File: src/rtl/sysreg_pkg.sv
// sysreg_pkg: shared constants and types for the sysreg_bank register block.
//   - Register address map (8-bit constants; the bank zero-extends its address).
//   - Key/enable FSM state encoding, also visible on the 0x3 readback.
//   - Status register bit positions and a helper that assembles the status byte.
package sysreg_pkg;

  localparam logic [7:0] ADDR_ID0          = 8'h00;
  localparam logic [7:0] ADDR_ID1          = 8'h01;
  localparam logic [7:0] ADDR_ENABLES      = 8'h02;
  localparam logic [7:0] ADDR_FSM          = 8'h03;
  localparam logic [7:0] ADDR_LAST_ADDR    = 8'h04;
  localparam logic [7:0] ADDR_LAST_DATA    = 8'h05;
  localparam logic [7:0] ADDR_WCOUNT       = 8'h06;
  localparam logic [7:0] ADDR_STATUS       = 8'h07;
  localparam logic [7:0] ADDR_SCRATCH_BASE = 8'h08;

  typedef enum logic [1:0] {
    KEY_OPEN     = 2'd0,
    KEY_LOCKED   = 2'd1,
    KEY_KEY1     = 2'd2,
    KEY_UNLOCKED = 2'd3
  } key_state_e;

  localparam int STATUS_ACTIVE  = 0;
  localparam int STATUS_IGNORED = 1;
  localparam int STATUS_REARM   = 2;

  // Status byte: bit0 live "FSM not open", bits[2:1] sticky flags, rest zero.
  function automatic logic [7:0] status_byte(input logic [1:0] sticky, input logic active);
    status_byte = {5'b00000, sticky, active};
  endfunction

endpackage

File: src/rtl/sysreg_key_fsm.sv
// sysreg_key_fsm: write-once enable register guarded by a two-byte re-arm key.
// Ports:
//   clk, reset        clock, asynchronous active-low reset
//   write_strobe      one-cycle write request from the bank
//   wr_addr, wr_data  zero-extended write address and write data
//   enables           latched enable bits
//   state             current FSM state (OPEN/LOCKED/KEY1/UNLOCKED)
//   ignored_set       pulse: a write to the enables register was refused
//   rearm_set         pulse: the enables register was rewritten after the key
module sysreg_key_fsm
  import sysreg_pkg::*;
#(
  parameter int          NUM_ENABLES = 1,
  parameter logic [7:0]  KEY_A       = 8'h55,
  parameter logic [7:0]  KEY_B       = 8'hAA
) (
  input  logic                   clk,
  input  logic                   reset,
  input  logic                   write_strobe,
  input  logic [7:0]             wr_addr,
  input  logic [7:0]             wr_data,
  output logic [NUM_ENABLES-1:0] enables,
  output key_state_e             state,
  output logic                   ignored_set,
  output logic                   rearm_set
);

  key_state_e state_r;
  key_state_e state_nxt_s;
  logic       en_load_s;
  logic       wr_en_s;
  logic       wr_key_s;

  assign wr_en_s  = write_strobe && (wr_addr == ADDR_ENABLES);
  assign wr_key_s = write_strobe && (wr_addr == ADDR_FSM);

  // Next-state and set-pulse decode; only enables/key writes move the FSM, except that KEY1 falls back on any other write.
  always_comb begin
    state_nxt_s = state_r;
    en_load_s   = 1'b0;
    ignored_set = 1'b0;
    rearm_set   = 1'b0;
    case (state_r)
      KEY_OPEN: begin
        if (wr_en_s) begin
          en_load_s   = 1'b1;
          state_nxt_s = KEY_LOCKED;
        end else begin
          state_nxt_s = KEY_OPEN;
        end
      end
      KEY_LOCKED: begin
        if (wr_en_s) begin
          ignored_set = 1'b1;
        end else if (wr_key_s && (wr_data == KEY_A)) begin
          state_nxt_s = KEY_KEY1;
        end else begin
          state_nxt_s = KEY_LOCKED;
        end
      end
      KEY_KEY1: begin
        if (wr_key_s && (wr_data == KEY_B)) begin
          state_nxt_s = KEY_UNLOCKED;
        end else if (write_strobe) begin
          state_nxt_s = KEY_LOCKED;
          ignored_set = wr_en_s;
        end else begin
          state_nxt_s = KEY_KEY1;
        end
      end
      KEY_UNLOCKED: begin
        if (wr_en_s) begin
          en_load_s   = 1'b1;
          rearm_set   = 1'b1;
          state_nxt_s = KEY_LOCKED;
        end else begin
          state_nxt_s = KEY_UNLOCKED;
        end
      end
      default: begin
        state_nxt_s = KEY_OPEN;
      end
    endcase
  end

  // FSM state and enables register.
  always_ff @(posedge clk or negedge reset) begin
    if (!reset) begin
      state_r <= KEY_OPEN;
      enables <= '0;
    end else begin
      state_r <= state_nxt_s;
      if (en_load_s) begin
        enables <= wr_data[NUM_ENABLES-1:0];
      end
    end
  end

  assign state = state_r;

endmodule

File: src/rtl/sysreg_bank.sv
// sysreg_bank: 8-bit system register bank behind the core's register decoder.
// Ports:
//   clk, reset     clock, asynchronous active-low reset
//   a              register address
//   d_d            write data
//   d_q            registered read data, updated one cycle after read_strobe
//   read_strobe    one-cycle read request
//   write_strobe   one-cycle write request
//   enables        write-once enable bits (re-armed by the KEY_A/KEY_B sequence)
module sysreg_bank
  import sysreg_pkg::*;
#(
  parameter int          ADDR_WIDTH  = 4,
  parameter int          NUM_SCRATCH = 2,
  parameter int          NUM_ENABLES = 1,
  parameter logic [7:0]  ID0         = 8'h42,
  parameter logic [7:0]  ID1         = 8'h73,
  parameter logic [7:0]  KEY_A       = 8'h55,
  parameter logic [7:0]  KEY_B       = 8'hAA
) (
  input  logic                   clk,
  input  logic                   reset,
  input  logic [ADDR_WIDTH-1:0]  a,
  input  logic [7:0]             d_d,
  output logic [7:0]             d_q,
  input  logic                   read_strobe,
  input  logic                   write_strobe,
  output logic [NUM_ENABLES-1:0] enables
);

  logic [7:0]            a_ext_s;
  logic [ADDR_WIDTH-1:0] last_addr_r;
  logic [7:0]            last_data_r;
  logic [7:0]            wcount_r;
  logic [1:0]            sticky_r;
  logic [7:0]            scratch_r [NUM_SCRATCH];
  logic [7:0]            rd_data_s;
  logic [7:0]            scratch_rd_s;
  logic                  scratch_hit_s;
  logic                  status_clr_s;
  key_state_e            state_s;
  logic                  ignored_set_s;
  logic                  rearm_set_s;

  assign a_ext_s      = {{(8 - ADDR_WIDTH){1'b0}}, a};
  assign status_clr_s = read_strobe && (a_ext_s == ADDR_STATUS);

  sysreg_key_fsm #(
    .NUM_ENABLES (NUM_ENABLES),
    .KEY_A       (KEY_A),
    .KEY_B       (KEY_B)
  ) u_key_fsm (
    .clk          (clk),
    .reset        (reset),
    .write_strobe (write_strobe),
    .wr_addr      (a_ext_s),
    .wr_data      (d_d),
    .enables      (enables),
    .state        (state_s),
    .ignored_set  (ignored_set_s),
    .rearm_set    (rearm_set_s)
  );

  // Scratch read select; at most one entry can match the address.
  always_comb begin
    scratch_hit_s = 1'b0;
    scratch_rd_s  = 8'h00;
    for (int i = 0; i < NUM_SCRATCH; i++) begin
      scratch_hit_s = scratch_hit_s | (a_ext_s == (ADDR_SCRATCH_BASE + 8'(i)));
      scratch_rd_s  = scratch_rd_s |
                      ((a_ext_s == (ADDR_SCRATCH_BASE + 8'(i))) ? scratch_r[i] : 8'h00);
    end
  end

  // Read mux over the pre-update register values.
  always_comb begin
    rd_data_s = 8'hFF;
    case (a_ext_s)
      ADDR_ID0:       rd_data_s = ID0;
      ADDR_ID1:       rd_data_s = ID1;
      ADDR_ENABLES:   rd_data_s = 8'(enables);
      ADDR_FSM:       rd_data_s = {6'b000000, state_s};
      ADDR_LAST_ADDR: rd_data_s = {{(8 - ADDR_WIDTH){1'b0}}, last_addr_r};
      ADDR_LAST_DATA: rd_data_s = last_data_r;
      ADDR_WCOUNT:    rd_data_s = wcount_r;
      ADDR_STATUS:    rd_data_s = status_byte(sticky_r, state_s != KEY_OPEN);
      default:        rd_data_s = scratch_hit_s ? scratch_rd_s : 8'hFF;
    endcase
  end

  // Read data register, capture registers, write counter and sticky status.
  always_ff @(posedge clk or negedge reset) begin
    if (!reset) begin
      d_q         <= 8'hFF;
      last_addr_r <= '0;
      last_data_r <= 8'h00;
      wcount_r    <= 8'h00;
      sticky_r    <= 2'b00;
    end else begin
      if (read_strobe) begin
        d_q <= rd_data_s;
      end
      if (write_strobe) begin
        last_addr_r <= a;
        last_data_r <= d_d;
        wcount_r    <= wcount_r + 8'd1;
      end
      // A new set in the same cycle as a read-clear survives the clear.
      sticky_r <= (status_clr_s ? 2'b00 : sticky_r) | {rearm_set_s, ignored_set_s};
    end
  end

  // Scratch registers.
  always_ff @(posedge clk or negedge reset) begin
    if (!reset) begin
      for (int i = 0; i < NUM_SCRATCH; i++) begin
        scratch_r[i] <= 8'h00;
      end
    end else begin
      for (int i = 0; i < NUM_SCRATCH; i++) begin
        if (write_strobe && (a_ext_s == (ADDR_SCRATCH_BASE + 8'(i)))) begin
          scratch_r[i] <= d_d;
        end
      end
    end
  end

endmodule
File: config.mk
export PLATFORM = sky130hd
export DESIGN_NAME = sysreg_bank
export DESIGN_NICKNAME = d
export VERILOG_FILES = /design/src/rtl/sysreg_pkg.sv /design/src/rtl/sysreg_key_fsm.sv /design/src/rtl/sysreg_bank.sv
export SDC_FILE = /design/constraint.sdc
export NUM_CORES = 1
export LEC_CHECK = 0
export BUFFER_PORTS_ARGS = -buffer_cell sky130_fd_sc_hd__buf_2
export CORE_MARGIN = 2
export CORE_UTILIZATION = 39
export DETAILED_ROUTE_END_ITERATION = 7
export SYNTH_ARGS = -nofsm -noshare
export SYNTH_HDL_FRONTEND = slang
export SYNTH_SLANG_ARGS = --single-unit
File: constraint.sdc
create_clock -name clk -period 1.8 [get_ports clk]
set_clock_uncertainty 0.05 [all_clocks]
set_input_delay 0.27 -clock clk [delete_from_list [all_inputs] [get_ports clk]]
set_output_delay 0.27 -clock clk [all_outputs]
set_load 0.01 [all_outputs]
=== Yosys cells after proc, flatten, opt, wreduce, memory -nomap -nowiden ===
Index checks and enable logic that the tools add are counted.

* Muxes and demuxes: 18
* Reduce and logical (&&, ||, !) cells: 11
* Add/sub/neg operators: 1
* Bitwise gates (word level): 3
* Eq/ne operators: 15

{| class="wikitable"
|+ Operator list
! operator !! count
|-
| 8-bit one-hot mux with 8 select lines || 1
|-
| 8-bit two-way mux || 3
|-
| 4-bit by 3-bit equality test with 1-bit output, second input constant || 4
|-
| 2-bit two-way mux || 6
|-
| 8-bit by 1-bit adder with 8-bit output, second input constant || 1
|-
| 4-bit by 2-bit equality test with 1-bit output, second input constant || 2
|-
| 4-bit equality test, second input constant || 2
|-
| 8-bit by 7-bit equality test with 1-bit output, second input constant || 1
|-
| 8-bit equality test, second input constant || 1
|-
| 8-bit zero test || 1
|-
| 8-bit bitwise OR || 1
|-
| 2-bit one-hot mux with 4 select lines || 1
|-
| 1-bit logical AND || 7
|-
| 1-bit two-way mux || 6
|-
| 2-bit equality test, second input constant || 2
|-
| 4-bit by 1-bit equality test with 1-bit output, second input constant || 1
|-
| 2-bit by 1-bit equality test with 1-bit output, second input constant || 1
|-
| 2-bit zero test || 1
|-
| 2-bit inequality test, second input constant || 1
|-
| 2-bit bitwise OR || 1
|-
| 1-bit one-hot mux with 2 select lines || 1
|-
| 2-bit nonzero test || 1
|-
| 2-bit OR reduction || 1
|-
| 1-bit bitwise OR || 1
|}

* Flip-flop bits (word level): 49
* Input bits: 16

=== Logic depth before layout (Yosys ltp) ===
Gate-level depths: netlist of run 1.

* Word-level depth: 6
* Mapped depth: 6

=== Cells and area by module ===
Synthesis of run 1 repeated with hierarchy kept, for this count alone.

* Cells, all modules: 225
* Area, all modules: 2570.0 sq um

{| class="wikitable"
|+ Modules (own cells, without submodules)
! module !! area an instance (sq um) !! instances !! sequential area each (sq um) !! cells each
|-
| sysreg_bank || 2225.9 || 1 || 1161.1 || 188
|-
| sysreg_key_fsm || 344.1 || 1 || 75.1 || 37
|}

=== Least setup slack after synthesis of run 1 ===
No wires, ideal clock.

* Path kind: input to register
* Start: in a[1]
* End: reg scratch_r[10] (netlist bit)
* Arrival: 1.390 ns
* Stages on the path: 5
* Path slack: 0.235 ns
* Required time: 1.625 ns
* Cells stage by stage: buf_6 > nor3b_4 > nand2_4 > nor2_8 > mux2_2

* Longest elaborated chain between the ends: 2

{| class="wikitable"
|+ RTL lines
! item !! RTL line !! RTL
|-
| start: declaration || sysreg_bank.sv:23 || <nowiki>input logic [ADDR_WIDTH-1:0] a,</nowiki>
|-
| 4-bit equality test || sysreg_bank.sv:121 || <nowiki>if (write_strobe && (a_ext_s == (ADDR_SCRATCH_BASE + 8'(i)))) begin</nowiki>
|-
| 1-bit logical AND || sysreg_bank.sv:121 ||
|-
| end signal: indexed assignment || sysreg_bank.sv:117 || <nowiki>scratch_r[i] <= 8'h00;</nowiki>
|-
| end signal: indexed assignment || sysreg_bank.sv:122 || <nowiki>scratch_r[i] <= d_d;</nowiki>
|-
| end: declaration || sysreg_bank.sv:36 || <nowiki>logic [7:0] scratch_r [NUM_SCRATCH];</nowiki>
|}

Every way passes these cells.
A chain may end at the register's enable or synchronous reset.

=== Worst setup path after layout of run 1 ===
* Start: reg u_key_fsm.state_r[1], in the netlist u_key_fsm.state[1]
* End: reg d_q[0]

* Longest elaborated chain between the ends: 2

{| class="wikitable"
|+ RTL lines
! item !! RTL line !! RTL
|-
| start: declaration || sysreg_key_fsm.sv:28 || <nowiki>key_state_e state_r;</nowiki>
|-
| start signal: assignment || sysreg_key_fsm.sv:92 || <nowiki>state_r <= state_nxt_s;</nowiki>
|-
| 2-bit nonzero test || sysreg_bank.sv:86 || <nowiki>ADDR_STATUS: rd_data_s = status_byte(sticky_r, state_s != KEY_OPEN);</nowiki>
|-
| 8-bit one-hot mux with 8 select lines || sysreg_bank.sv:78 || <nowiki>case (a_ext_s)</nowiki>
|-
| end signal: assignment || sysreg_bank.sv:101 || <nowiki>d_q <= rd_data_s;</nowiki>
|-
| end: declaration || sysreg_bank.sv:25 || <nowiki>output logic [7:0] d_q,</nowiki>
|}

Every way passes these cells.

==> results.json, run 1 <==
{
  "status": "finished, final reports clean",
  "power.density_nw_per_um2": 1034,
  "multi_input_area_um2": 1176,
  "area_delta_synth_final_pct": 15.83,
  "relSlewSlack_pct": 66.90,
  "grt_overflow": 0,
  "vias_per_cell": 5.227,
  "drive_gt1_share_pct": 33.33,
  "crit_type": "reg2reg",
  "period_share_pct": 90.47,
  "grt_pass1_wl_mm": 9.094,
  "synthCells": 223,
  "rsz0062_at_grt": "no",
  "tightest_slew_ns": 0.4965,
  "finalWirelength_mm": 5.295,
  "tns_ns": 0,
  "synth.area.top_cells": "dfrtp_1 (41%), mux2_2 (11%), dfstp_2 (8.3%), mux2i_1 (3.6%), ha_1 (3.0%)",
  "core-area_um2": 6314,
  "drv_slew": 0,
  "cp-end-kind": "register",
  "hpwl_mm": 3.884,
  "drc_errors": 0,
  "hold_path.class": "in2reg",
  "initialDrtViolationCount": 129,
  "crit_arrival_ns": 1.80,
  "power_leakage_uw": 0.001337,
  "grt_pass1_vias": 1753,
  "io_pins": 25,
  "required_ns": 1.97,
  "wl_met3_um": 148,
  "ff2ff_setup_slack_ns": 0.17,
  "portBuffers": 24,
  "period_needed_ns": 1.628,
  "drtPass1Iterations": 4,
  "syn-cell-area_um2": 2529,
  "grt_start_max_net_pins": 22,
  "dp_slack_ns": 0.1638,
  "met2_length_mm": 2.394,
  "wl_per_cell_um": 15.81,
  "hold_violations": 0,
  "ctsHtreeMaxLevel": 2,
  "start_util_pct": 40.05,
  "synth_top_cell_area_share_pct": 40.57,
  "yosysWarningCount": 0,
  "r2r_cells": 6,
  "fp-row-count": 29,
  "ir_drop_uv": 605.7,
  "die_w_um": 84.52,
  "cts_tree": "yes",
  "die-area_um2": 7144,
  "syn_nets": 245,
  "synth_area_per_cell_um2": 11.34,
  "mostFrequentLayoutCells": "dfrtp_1 (41), mux2_2 (25), buf_2 (24), nand2_1 (20), inv_1 (16)",
  "regArea_um2": 1236,
  "routedLengthMet1_mm": 2.727,
  "gp_congestion": 0.8081,
  "reg2reg_to": "d_q[0]",
  "timing.rr.start": "u_key_fsm.state[1]",
  "cts_buffer_depth": 2,
  "antennaDiodeCount": 0,
  "critPathMaxFanout": 4,
  "synthDistinctLibCells": 44,
  "antenna_found_initial": 0,
  "synth_top_cell_by_area": "dfrtp_1",
  "routed-via-count": 1751,
  "fillers": 623,
  "setup_violations": 0,
  "synth_ff_type": "dfrtp_1",
  "fmax_ghz": 0.6141,
  "clkTransAtPathRegs_ns": 0.09,
  "nets": 279,
  "layout.cells.most_common": "dfrtp_1",
  "routed.top_layer": "met4",
  "cts_buffers": 5,
  "async_reset_ff_share_pct": 100.0,
  "fin_util_pct": 46.39,
  "grt_use_total_pct": 15.89,
  "cp-start-kind": "register",
  "cts.sink_count": 49,
  "min_to": "last_data_r[4]",
  "fin_area_um2": 2929,
  "clk_latency_ns": 0.29,
  "synth-seq-area-share_pct": 48.89,
  "hold_start": "d_d[4]",
  "die_h_um": 84.52,
  "synth_edf_count": 0,
  "setup_slack_ns": 0.1716,
  "cts-root-buf": "clkbuf_8",
  "drtAntennaViolNets": 0,
  "holdPathStages": 3,
  "synth-seq-cells": 49,
  "post_cts_buffers": 0,
  "placedInstanceArea_um2": 2794,
  "cap_violations": 0
}
[Yosys cell counts, types with 2 or more instances]
library cell,n
and2_1,2
dfrtp_1,41
clkbuf_1,4
mux4_2,2
inv_1,16
xor2_1,3
o311ai_0,3
nor2_1,6
a211o_1,2
mux2i_1,9
a31oi_1,2
nand4_1,3
nor4bb_1,4
a21oi_1,9
nand3_1,5
ha_1,6
nor2b_1,2
mux2_2,25
buf_2,4
buf_4,2
nand3b_1,2
xnor2_1,4
and3_1,2
nor3b_1,3
dfstp_2,8
o21ai_0,13
nand2_1,20
o22ai_1,5
[flip-flops by register name, indices dropped and copies added (netlist names)]
| register | count |
|---|---|
| scratch_r | 16 |
| d_q | 8 |
| last_data_r | 8 |
| wcount_r | 8 |
| last_addr_r | 4 |
| sticky_r | 2 |
| u_key_fsm.state | 2 |
| u_key_fsm.enables | 1 |
[how the worst max path moves through the flow]
stage,start,end,slack (ns),cells past startpoint
final,u_key_fsm.state[1],d_q[0],0.17,6
after global routing,u_key_fsm.state[1],d_q[0],0.07,6
after CTS,u_key_fsm.state[1],d_q[0],0.14,6
after detailed placement,u_key_fsm.state[1],d_q[0],0.16,6
after global placement,u_key_fsm.state[1],d_q[0],0.15,6
after floorplan,a[1],scratch_r[10],0.24,5
[power breakdown]
part	switching, µW	internal [µW]	total [µW]
clock network	367	452	819
logic	327	351	678
registers	185	1350	1530
total	879	2150	3030
[kinds of logic after synthesis]
family          Yosys count  synth area share (%)
compound gates           41                 10.14
mux                      38                 17.52
xor+xnor                  7                 2.425
flops                    49                 48.89
buf+inv                  27                 4.799
fa+ha+maj                 6                 2.969
simple gates             55                 13.26
[critical path, stage by stage (launching register included)]
cell and delay [ns]:
dfrtp_1 0.43, inv_1 0.15, ha_1 0.17, inv_1 0.03, mux4_2 0.46, nor3b_2 0.16, o22ai_1 0.09
[stage by stage]
stage                     power (µW)  hold slack (ns)  std cells
after floorplan                 1988         -0.07559        223
after global placement          2213           0.2041        326
after detailed placement        2228           0.2156        326
after CTS                       3058           0.1822        335
after global routing            3215           0.2100        335
final                           3029           0.1905        335
[area by class of cell]
cell class / instances / area share (%)
Clock buffer: 6 / 2.819
Clock inverter: 2 / 1.282
Inverter: 16 / 2.050
Multi-Input combinational cell: 147 / 40.15
Sequential cell: 49 / 42.20
Tap cell: 77 / 3.289
Timing Repair Buffer: 38 / 8.202
[per-layer routing]
layer / global-route usage, % / vias to the layer above
li1: - / 857
met1: 23.99 / 864
met2: 23.84 / 28
met3: 2.950 / 2
met4: 3.608 / 0
met5: 0 / -
[timing repair]
| item | CTS | global route |
|---|---|---|
| hold buffers | 1 | 0 |
| endpoints found under the setup margin | 0 | 1 |
| gates resized for setup | 0 | 1 |
| hold endpoints to repair | 14 | 0 |
No activity file was read; power rests on OpenSTA's default activity.
==> run 2, diff against run 1 <==
Settings changed: CORE_ASPECT_RATIO set to 1.75.
==> results.json, run 2 (synthesis results as in run 1) <==
{
  "status": "finished, final reports clean",
  "largest_reg_flops": 16,
  "crit_arrival_ns": 1.84,
  "rsz0062_at_grt": "no",
  "met2_length_mm": 2.886,
  "io_pins": 25,
  "hold_path.class": "in2reg",
  "setup_slack_ns": 0.1476,
  "clkTransAtPathRegs_ns": 0.09,
  "vias_per_cell": 5.269,
  "required_ns": 1.98,
  "cts_tree": "yes",
  "cp-start-kind": "register",
  "grt_pass1_wl_mm": 9.377,
  "drc_errors": 0,
  "dp_slack_ns": 0.06563,
  "drive_gt1_share_pct": 31.89,
  "start_util_pct": 40.60,
  "grt_overflow": 0,
  "whs_ns": 0.1865,
  "grt_start_max_net_pins": 25,
  "hold_violations": 0,
  "layout.cells.most_common": "dfrtp_1",
  "grt_use_total_pct": 17.40,
  "period_share_pct": 91.80,
  "die_w_um": 64.87,
  "wl_per_cell_um": 16.79,
  "mostFrequentLayoutCells": "dfrtp_1 (41), mux2_2 (25), buf_2 (24), nand2_1 (20), inv_1 (16)",
  "gp_congestion": 0.7746,
  "antenna_found_initial": 0,
  "r2r_cells": 6,
  "timing.rr.start": "u_key_fsm.state[0]",
  "die-area_um2": 7169,
  "cts_buffer_depth": 2,
  "cp-end-kind": "register",
  "min_to": "last_data_r[4]",
  "fillers": 600,
  "initialDrtViolationCount": 76,
  "placedInstanceArea_um2": 2755,
  "nets": 275,
  "power_leakage_uw": 0.001308,
  "hold_start": "d_d[4]",
  "period_needed_ns": 1.652,
  "area_delta_synth_final_pct": 13.36,
  "tns_ns": 0,
  "wl_met3_um": 192,
  "routed.top_layer": "met4",
  "worstPathCellList": "inv_1 -> ha_1 -> inv_1 -> mux4_2 -> nor3b_1 -> o22ai_1",
  "fin_area_um2": 2867,
  "hpwl_mm": 4.296,
  "crit_type": "reg2reg",
  "antennaDiodeCount": 0,
  "fp-row-count": 38,
  "relSlewSlack_pct": 63.18,
  "drtAntennaViolNets": 0,
  "clk_latency_ns": 0.31,
  "routed-via-count": 1760,
  "portBuffers": 24,
  "cts-root-buf": "clkbuf_8",
  "core-area_um2": 6228,
  "cpMostUsedCell": "inv_1",
  "power.density_nw_per_um2": 1019,
  "ff2ff_setup_slack_ns": 0.15,
  "die_h_um": 110.5,
  "drv_slew": 0,
  "fin_util_pct": 46.02,
  "cts_buffers": 5,
  "fmax_ghz": 0.6052,
  "cap_violations": 0,
  "routedLengthMet1_mm": 2.271,
  "critPathSlowestCell": "mux4_2",
  "holdPathStages": 3,
  "largest-register": "scratch_r",
  "ctsHtreeMaxLevel": 2,
  "setup_violations": 0,
  "ir_drop_uv": 480.1,
  "post_cts_buffers": 0,
  "reg2reg_to": "d_q[0]",
  "finalWirelength_mm": 5.607,
  "grt_pass1_vias": 1833,
  "tightest_slew_ns": 0.5523,
  "cp_slowest_stage_delay_ns": 0.44,
  "drtPass1Iterations": 4,
  "cts.sink_count": 49,
  "critPathMaxFanout": 4
}
[run 2: changes by cell type in the layout (fill, tap and decap cells not counted)]
cell,before,now
bufinv_16,1,0
buf_4,12,9
clkinv_2,0,1
clkinvlp_4,1,0
nor3b_2,1,0
clkbuf_8,6,7
buf_12,1,0
nor3b_1,2,3
[run 2: worst max path at each step]
stage / slack [ns] / to / depth (start not counted) / from
floorplan: 0.24 / scratch_r[10] / 5 / a[1]
finish: 0.15 / d_q[0] / 6 / u_key_fsm.state[0]
CTS: 0.14 / d_q[0] / 6 / u_key_fsm.state[1]
detailed placement: 0.07 / u_key_fsm.enables / 5 / a[1]
global placement: 0.06 / u_key_fsm.enables / 5 / a[1]
global route: 0.04 / d_q[0] / 6 / u_key_fsm.state[1]
[run 2: per-stage QoR]
step           instances  total power (µW)
2_1_floorplan        223              1988
3_3_place_gp         325              2208
3_5_place_dp         325              2227
4_1_cts              334              2958
5_1_grt              334              3106
6_report             334              2921
[run 2: what timing repair did]
item | in CTS | in global routing
resized for setup | 0 | 0
endpoints found under the hold margin | 14 | 0
hold buffers | 1 | 0
[run 2: cell type report]
class	instances	area (µm²)	area share (%)
Clock buffer	7	96.34	3.361
Clock inverter	1	5.005	0.1746
Inverter	16	60.06	2.095
Multi-Input combinational cell	147	1171	40.86
Sequential cell	49	1236	43.13
Tap cell	80	100.1	3.492
Timing Repair Buffer	34	197.7	6.897
[run 2: report_power, final]
group,switching (µW),total (µW),internal [µW]
combinational,321,665,344
clock,376,724,348
sequential,185,1530,1350
total,882,2920,2040
[run 2: worst max-delay path, delay by kind of cell (launching register included)]
kind,cells,cell delay [ns]
AOI/OAI and AO/OA,1,0.12
adders and majority gates,1,0.16
buffers and inverters,2,0.17
DFF,1,0.42
muxes,1,0.44
and+or+nand+nor,1,0.21
[run 2: per-layer routing]
metal | global-route usage, % | vias to the layer above
met5 | 0 | -
met4 | 11.21 | 0
met3 | 3.564 | 18
met2 | 29.00 | 44
met1 | 19.59 | 851
li1 | - | 847
